$ cat src/rtl/imm_gen_pkg.sv
// Shared types and constants for the immediate generator.
// Optional feature macro: IMM_GEN_ZIMM_EN (Z-format CSR immediate).
package imm_gen_pkg;

  typedef enum logic [2:0] {
    FMT_I     = 3'b000,
    FMT_S     = 3'b001,
    FMT_B     = 3'b010,
    FMT_J     = 3'b011,
    FMT_U     = 3'b100,
    FMT_Z     = 3'b101,
    FMT_SHAMT = 3'b110,
    FMT_NONE  = 3'b111
  } imm_fmt_e;

  localparam logic [6:0] OPC_LOAD      = 7'b0000011;
  localparam logic [6:0] OPC_JALR      = 7'b1100111;
  localparam logic [6:0] OPC_OP_IMM    = 7'b0010011;
  localparam logic [6:0] OPC_OP_IMM_32 = 7'b0011011;
  localparam logic [6:0] OPC_STORE     = 7'b0100011;
  localparam logic [6:0] OPC_BRANCH    = 7'b1100011;
  localparam logic [6:0] OPC_JAL       = 7'b1101111;
  localparam logic [6:0] OPC_LUI       = 7'b0110111;
  localparam logic [6:0] OPC_AUIPC     = 7'b0010111;
  localparam logic [6:0] OPC_SYSTEM    = 7'b1110011;
  localparam logic [6:0] OPC_OP        = 7'b0110011;
  localparam logic [6:0] OPC_OP_32     = 7'b0111011;

  function automatic int unsigned shamt_width(input int unsigned xlen);
    return (xlen == 32'd64) ? 32'd6 : 32'd5;
  endfunction

endpackage

$ cat src/rtl/imm_gen_core.sv
// Combinational format selection and immediate extension.
// Optional feature macro: IMM_GEN_ZIMM_EN (Z-format CSR immediate).
module imm_gen_core
  import imm_gen_pkg::*;
#(
  parameter int XLEN        = 32,
  parameter int AUTO_DECODE = 0
) (
  input  logic [31:0]     instr_i,
  input  logic [2:0]      imm_src_i,
  output logic [XLEN-1:0] imm_o,
  output logic            illegal_o
);

  localparam int SW = int'(shamt_width(XLEN));

  logic [6:0] opcode_s;
  logic [2:0] funct3_s;
  imm_fmt_e   fmt_s;
  logic       illegal_s;

  assign opcode_s = instr_i[6:0];
  assign funct3_s = instr_i[14:12];

  always_comb begin
    fmt_s     = FMT_NONE;
    illegal_s = 1'b0;
    if (AUTO_DECODE != 0) begin
      case (opcode_s)
        OPC_LOAD, OPC_JALR: fmt_s = FMT_I;
        OPC_OP_IMM: fmt_s = (funct3_s == 3'b001 || funct3_s == 3'b101) ? FMT_SHAMT : FMT_I;
        OPC_OP_IMM_32: begin
          if (XLEN == 64) begin
            fmt_s = (funct3_s == 3'b001 || funct3_s == 3'b101) ? FMT_SHAMT : FMT_I;
          end else begin
            illegal_s = 1'b1;
          end
        end
        OPC_STORE:          fmt_s = FMT_S;
        OPC_BRANCH:         fmt_s = FMT_B;
        OPC_JAL:            fmt_s = FMT_J;
        OPC_LUI, OPC_AUIPC: fmt_s = FMT_U;
        OPC_SYSTEM: begin
`ifdef IMM_GEN_ZIMM_EN
          fmt_s = funct3_s[2] ? FMT_Z : FMT_I;
`else
          fmt_s = FMT_I;
`endif
        end
        OPC_OP: fmt_s = FMT_NONE;
        OPC_OP_32: begin
          if (XLEN == 64) begin
            fmt_s = FMT_NONE;
          end else begin
            illegal_s = 1'b1;
          end
        end
        default: illegal_s = 1'b1;
      endcase
    end else begin
      fmt_s = imm_fmt_e'(imm_src_i);
    end
  end

  // An illegal format forces a zero immediate via the NONE path.
  always_comb begin
    imm_o = {XLEN{1'b0}};
    if (illegal_s) begin
      imm_o = {XLEN{1'b0}};
    end else begin
      case (fmt_s)
        FMT_I: imm_o = {{(XLEN-12){instr_i[31]}}, instr_i[31:20]};
        FMT_S: imm_o = {{(XLEN-12){instr_i[31]}}, instr_i[31:25], instr_i[11:7]};
        FMT_B: imm_o = {{(XLEN-12){instr_i[31]}}, instr_i[7], instr_i[30:25],
                        instr_i[11:8], 1'b0};
        FMT_J: imm_o = {{(XLEN-20){instr_i[31]}}, instr_i[19:12], instr_i[20],
                        instr_i[30:21], 1'b0};
        FMT_U: imm_o = {{(XLEN-32){instr_i[31]}}, instr_i[31:12], 12'h000};
        FMT_Z: begin
`ifdef IMM_GEN_ZIMM_EN
          imm_o = {{(XLEN-5){1'b0}}, instr_i[19:15]};
`else
          imm_o = {XLEN{1'b0}};
`endif
        end
        FMT_SHAMT: imm_o = {{(XLEN-SW){1'b0}}, instr_i[20+SW-1:20]};
        default:   imm_o = {XLEN{1'b0}};
      endcase
    end
  end

  assign illegal_o = illegal_s;

endmodule

$ cat src/rtl/imm_gen_stage.sv
// Pipelined immediate generator: output register plus skid register.
// Optional feature macro: IMM_GEN_ZIMM_EN (Z-format CSR immediate).
module imm_gen_stage
  import imm_gen_pkg::*;
#(
  parameter int XLEN        = 32,
  parameter int TAG_W       = 32,
  parameter int AUTO_DECODE = 0
) (
  input  logic             clk,
  input  logic             rst,
  input  logic             flush,
  input  logic             in_valid,
  output logic             in_ready,
  input  logic [31:0]      in_instr,
  input  logic [2:0]       in_imm_src,
  input  logic [TAG_W-1:0] in_tag,
  output logic             out_valid,
  input  logic             out_ready,
  output logic [XLEN-1:0]  out_imm,
  output logic [TAG_W-1:0] out_tag,
  output logic             out_illegal
);

  logic [XLEN-1:0]  core_imm_s;
  logic             core_ill_s;

  logic             o_valid_q, o_valid_d;
  logic [XLEN-1:0]  o_imm_q,   o_imm_d;
  logic [TAG_W-1:0] o_tag_q,   o_tag_d;
  logic             o_ill_q,   o_ill_d;
  logic             k_valid_q, k_valid_d;
  logic [XLEN-1:0]  k_imm_q,   k_imm_d;
  logic [TAG_W-1:0] k_tag_q,   k_tag_d;
  logic             k_ill_q,   k_ill_d;

  logic accept_s;
  logic consume_s;

  imm_gen_core #(
    .XLEN        (XLEN),
    .AUTO_DECODE (AUTO_DECODE)
  ) u_core (
    .instr_i   (in_instr),
    .imm_src_i (in_imm_src),
    .imm_o     (core_imm_s),
    .illegal_o (core_ill_s)
  );

  assign accept_s  = in_valid && !k_valid_q;
  assign consume_s = o_valid_q && out_ready;

  // K can only be full while in_ready is low, so accept and K->O never coincide.
  always_comb begin
    o_valid_d = o_valid_q;
    o_imm_d   = o_imm_q;
    o_tag_d   = o_tag_q;
    o_ill_d   = o_ill_q;
    k_valid_d = k_valid_q;
    k_imm_d   = k_imm_q;
    k_tag_d   = k_tag_q;
    k_ill_d   = k_ill_q;
    if (flush) begin
      o_valid_d = 1'b0;
      k_valid_d = 1'b0;
    end else if (consume_s && k_valid_q) begin
      o_valid_d = 1'b1;
      o_imm_d   = k_imm_q;
      o_tag_d   = k_tag_q;
      o_ill_d   = k_ill_q;
      k_valid_d = 1'b0;
    end else if (accept_s && (!o_valid_q || consume_s)) begin
      o_valid_d = 1'b1;
      o_imm_d   = core_imm_s;
      o_tag_d   = in_tag;
      o_ill_d   = core_ill_s;
    end else if (accept_s) begin
      k_valid_d = 1'b1;
      k_imm_d   = core_imm_s;
      k_tag_d   = in_tag;
      k_ill_d   = core_ill_s;
    end else if (consume_s) begin
      o_valid_d = 1'b0;
    end else begin
      o_valid_d = o_valid_q;
    end
  end

  always_ff @(posedge clk) begin
    if (rst) begin
      o_valid_q <= 1'b0;
      o_imm_q   <= {XLEN{1'b0}};
      o_tag_q   <= {TAG_W{1'b0}};
      o_ill_q   <= 1'b0;
      k_valid_q <= 1'b0;
      k_imm_q   <= {XLEN{1'b0}};
      k_tag_q   <= {TAG_W{1'b0}};
      k_ill_q   <= 1'b0;
    end else begin
      o_valid_q <= o_valid_d;
      o_imm_q   <= o_imm_d;
      o_tag_q   <= o_tag_d;
      o_ill_q   <= o_ill_d;
      k_valid_q <= k_valid_d;
      k_imm_q   <= k_imm_d;
      k_tag_q   <= k_tag_d;
      k_ill_q   <= k_ill_d;
    end
  end

  assign in_ready    = !k_valid_q;
  assign out_valid   = o_valid_q;
  assign out_imm     = o_imm_q;
  assign out_tag     = o_tag_q;
  assign out_illegal = o_ill_q;

endmodule

$ cat config.mk
export PLATFORM = sky130hd
export DESIGN_NAME = imm_gen_stage
export DESIGN_NICKNAME = d
export VERILOG_FILES = /design/src/rtl/imm_gen_pkg.sv /design/src/rtl/imm_gen_core.sv /design/src/rtl/imm_gen_stage.sv
export SDC_FILE = /design/constraint.sdc
export NUM_CORES = 1
export LEC_CHECK = 0
export ABC_AREA = 1
export CAP_MARGIN = 20
export CORE_AREA = 8 8 164 104
export DETAILED_ROUTE_END_ITERATION = 7
export DIE_AREA = 0 0 172 112
export DONT_BUFFER_PORTS = 1
export GPL_TIMING_DRIVEN = 0
export PLACE_DENSITY = 0.62
export SETUP_SLACK_MARGIN = 0.1
export SYNTH_ARGS = -nofsm -noshare
export SYNTH_HDL_FRONTEND = slang
export SYNTH_SLANG_ARGS = --single-unit
$ cat constraint.sdc
create_clock -name clk -period 2.8 [get_ports clk]
set_input_delay 0.84 -clock clk [delete_from_list [all_inputs] [get_ports clk]]
set_output_delay 0.84 -clock clk [all_outputs]
set_load 0.05 [all_outputs]
==> summary.md <==
| Metric | Value |
|---|---|
| YS warnings | `0` |
| CTS tree | `yes` |
| Design Power | `4860 uW` |
| Reg2Reg Depth | `8` |
| Largest net degree at the start of global routing | `17` |
| Hpwl dp | `about 13 mm` |
| Root Buffer | `clkbuf_16` |
| Synth cell types | `25` |
| DR WL/cell | `16.9 um` |
| Setup-failing EPs final | `0` |
| Worst R2R End | `out_tag[22]$_SDFFE_PP0P_` |
| Tightest Pin Transition | `~0.64 ns` |
| Post-CTS setup buffers | `0` |
| Seq/Total Area, Yosys | `45.6%` |
| Htree depth | `4` |
| DRC viols | `0` |
| First-pass GRT wire length | `27.7 mm` |
| Most common cell in the netlist | `nand2_1` |
| Post-synth top cells | `nand2_1, dfxtp_1, a21oi_1, inv_1, o21ai_0` |
| Initial antenna violation count | `0` |
| Max Slew Vio Count | `0` |
| CTS resizes | `0` |
| CP max FO | `10` |
| Hold Buf Count CTS | `0` |
| P_leak | `approximately 0.0028 uW` |
| Critical Path AT | `2.38 ns` |
| DRT Pass-1 Iters | `5` |
| Min Tclk post-route | `2.05 ns` |
| Pre-CTS setup slack | `about 0.53 ns` |
| Yosys top cell area share | `45.6%` |
| TritonCTS buffer count | `17` |
| N_diodes | `0` |
| Final Hold Fails | `0` |
| Layout cells sized above 1 | `8.51%` |
| Yosys reg bits | `130` |
| Mapped Cells | `approximately 800` |
| Register area | `2600 um^2` |
| Placer Congestion | `0.838` |
| Crit start category | `flop` |
| Clock sinks | `130` |
| Synthesized area | `5700 um^2` |
| I/O pin count | `139` |
| Clk_lat worst skew | `just over 0.4 ns` |
| Die area | `between 15000 and 20000 um^2` |
| RSZ-0062 raised after global routing | `false` |
| I/O Buffers | `0` |
| Via Count | `roughly 5200` |
| Worst setup EP type | `flop` |
| Syn Nets | `886` |
| Period utilization | `73.1%` |
| Die extent in x | `approximately 170 um` |
| Clock transition at path regs | `roughly 0.060 ns` |
| Critical path origin | `out_valid$_SDFFE_PP0P_` |
| Max VDD drop | `359 uV` |
| Clk buf depth | `2` |
| Final Net Count | `between 900 and 1000` |
| WL final | `17.8 mm` |
| Gr usage total | `18.3%` |
| Post-synth top flop | `dfxtp_1` |
| Initial Utilization | `38.5%` |
| Tightest Hold Check Type | `reg2reg` |
| # Max-Cap Violations | `0` |
| DR iter-0 viols | `377` |
| Post-synth ARST share | `0%` |
| Final hold slack | `0.448 ns` |
| Max Fclk | `0.489 GHz` |
| Area added between synthesis and finish | `15.6%` |
| DRT antenna net count | `0` |
| Area of the multi-input gates | `approximately 2500 um^2` |
| Via-to-Cell Ratio | `4.99` |
| R2R Path Start | `out_valid$_SDFFE_PP0P_` |
| Rows | `35` |
| Relative slew slack | `57.0%` |
| Total grt overflow | `0` |
| Die H | `112 um` |
| Mean Syn Cell Area | `7.00 um^2` |
| Pwr dens | `736 nW/um^2` |
| Dominant cells by area after synthesis | `dfxtp_1, nand2_1, a21oi_1` |
| Crit path required time | `3.13 ns` |
| Core area | `between 10000 and 15000 um^2` |
| Filler cells | `roughly 1600` |
| Reg2Reg Setup Slack | `approximately 0.75 ns` |
| Post-synth EDFFs | `0` |
| Vias in the first global route | `4837` |
| Crit Path Category | `reg2reg` |
| Final worst slack | `0.753 ns` |
| Fin Setup TNS | `0 ns` |
| Setup Skew | `0.0116 ns` |
| Status | `finished, final reports clean` |
| Crit path to | `out_tag[22]$_SDFFE_PP0P_` |
| Post-synth top area cell | `dfxtp_1` |
-- how the worst min path moves through the flow --
stage | from | to | slack (ns) | depth (start not counted)
after floorplan | k_imm_q[6]$_SDFFE_PP0P_ | k_imm_q[6]$_SDFFE_PP0P_ | 0.43 | 2
after global placement | k_imm_q[5]$_SDFFE_PP0P_ | k_imm_q[5]$_SDFFE_PP0P_ | 0.44 | 2
after detailed placement | k_imm_q[6]$_SDFFE_PP0P_ | k_imm_q[6]$_SDFFE_PP0P_ | 0.44 | 2
after CTS | k_imm_q[6]$_SDFFE_PP0P_ | k_imm_q[6]$_SDFFE_PP0P_ | 0.45 | 2
after global routing | k_tag_q[20]$_SDFFE_PP0P_ | k_tag_q[20]$_SDFFE_PP0P_ | 0.47 | 2
final | k_tag_q[8]$_SDFFE_PP0P_ | k_tag_q[8]$_SDFFE_PP0P_ | 0.45 | 2
-- state kept, by name, summed over array words and instances, names as in the netlist --
| signal | cells |
|---|---|
| k_imm_q | 32 |
| k_tag_q | 32 |
| out_imm | 32 |
| out_tag | 32 |
| k_valid_q | 1 |
| out_valid | 1 |
-- metal layers --
| layer | GRT usage [%] | part of all wire, % |
|---|---|---|
| met3 | 7.63 | 11 |
| met2 | 24.8 | 40 |
| met5 | 0 | 0 |
| met4 | 4.52 | 0.75 |
| met1 | 26.0 | 48 |
-- layout by cell type, fill, tap and decap left out, types with 2 or more instances in the layout --
cell and count:
clkbuf_8 2, inv_2 3, o21a_1 12, nor2_2 2, dfxtp_1 130, clkinv_2 2
bufinv_16 4, buf_1 3, clkbuf_1 25, o21ai_0 65, clkinvlp_4 2, inv_1 81
buf_6 3, nand3_1 48, nor2_1 57, clkinv_1 2, buf_2 17, a21oi_1 110
o21ai_1 59, clkinv_4 3, buf_4 12, clkbuf_16 17, nand2_1 178
-- cell families after synthesis --
logic type             after synthesis  synth area share [%]
AO/OA/AOI/OAI                      250                  22.6
buffers and inverters              145                  11.1
flip-flops                         130                  45.6
other                                1                0.0658
AND/OR/NAND/NOR                    288                  20.5
-- area by class of cell --
cell class                      instances  share of cell area, %
Multi-Input combinational cell        539                   37.4
Inverter                               86                   4.90
Clock buffer                           20                   6.93
Buffer                                 59                   4.71
Tap cell                              203                   3.85
Clock inverter                         12                   2.73
Sequential cell                       130                   39.5
-- power by group --
part	leakage [uW]	internal (uW)	switching (uW)
Clock	0.000307	1540	851
Combinational	0.00149	107	220
Sequential	0.00106	1910	220
Total	0.00285	3560	1290
-- worst max-delay path, stage by stage (launching register included) --
cell and delay [ns]:
dfxtp_1 0.70, nand2_1 0.17, nand2_1 0.14, nand2_1 0.12
nand2_1 0.20, buf_4 0.24, buf_6 0.17, nand2_1 0.06
a21oi_1 0.16
-- stage by stage --
| step | instance area (um^2) | std cells | util (%) |
|---|---|---|---|
| after detailed placement | 5960 | 1017 | 40.2 |
| after global placement | 5960 | 1017 | 40.2 |
| after floorplan | 5700 | 814 | - |
| final | 6590 | 1049 | 44.5 |
| after global routing | 6590 | 1049 | 44.5 |
| after CTS | 6590 | 1049 | 44.5 |
Power figures use the tool's default switching activity.
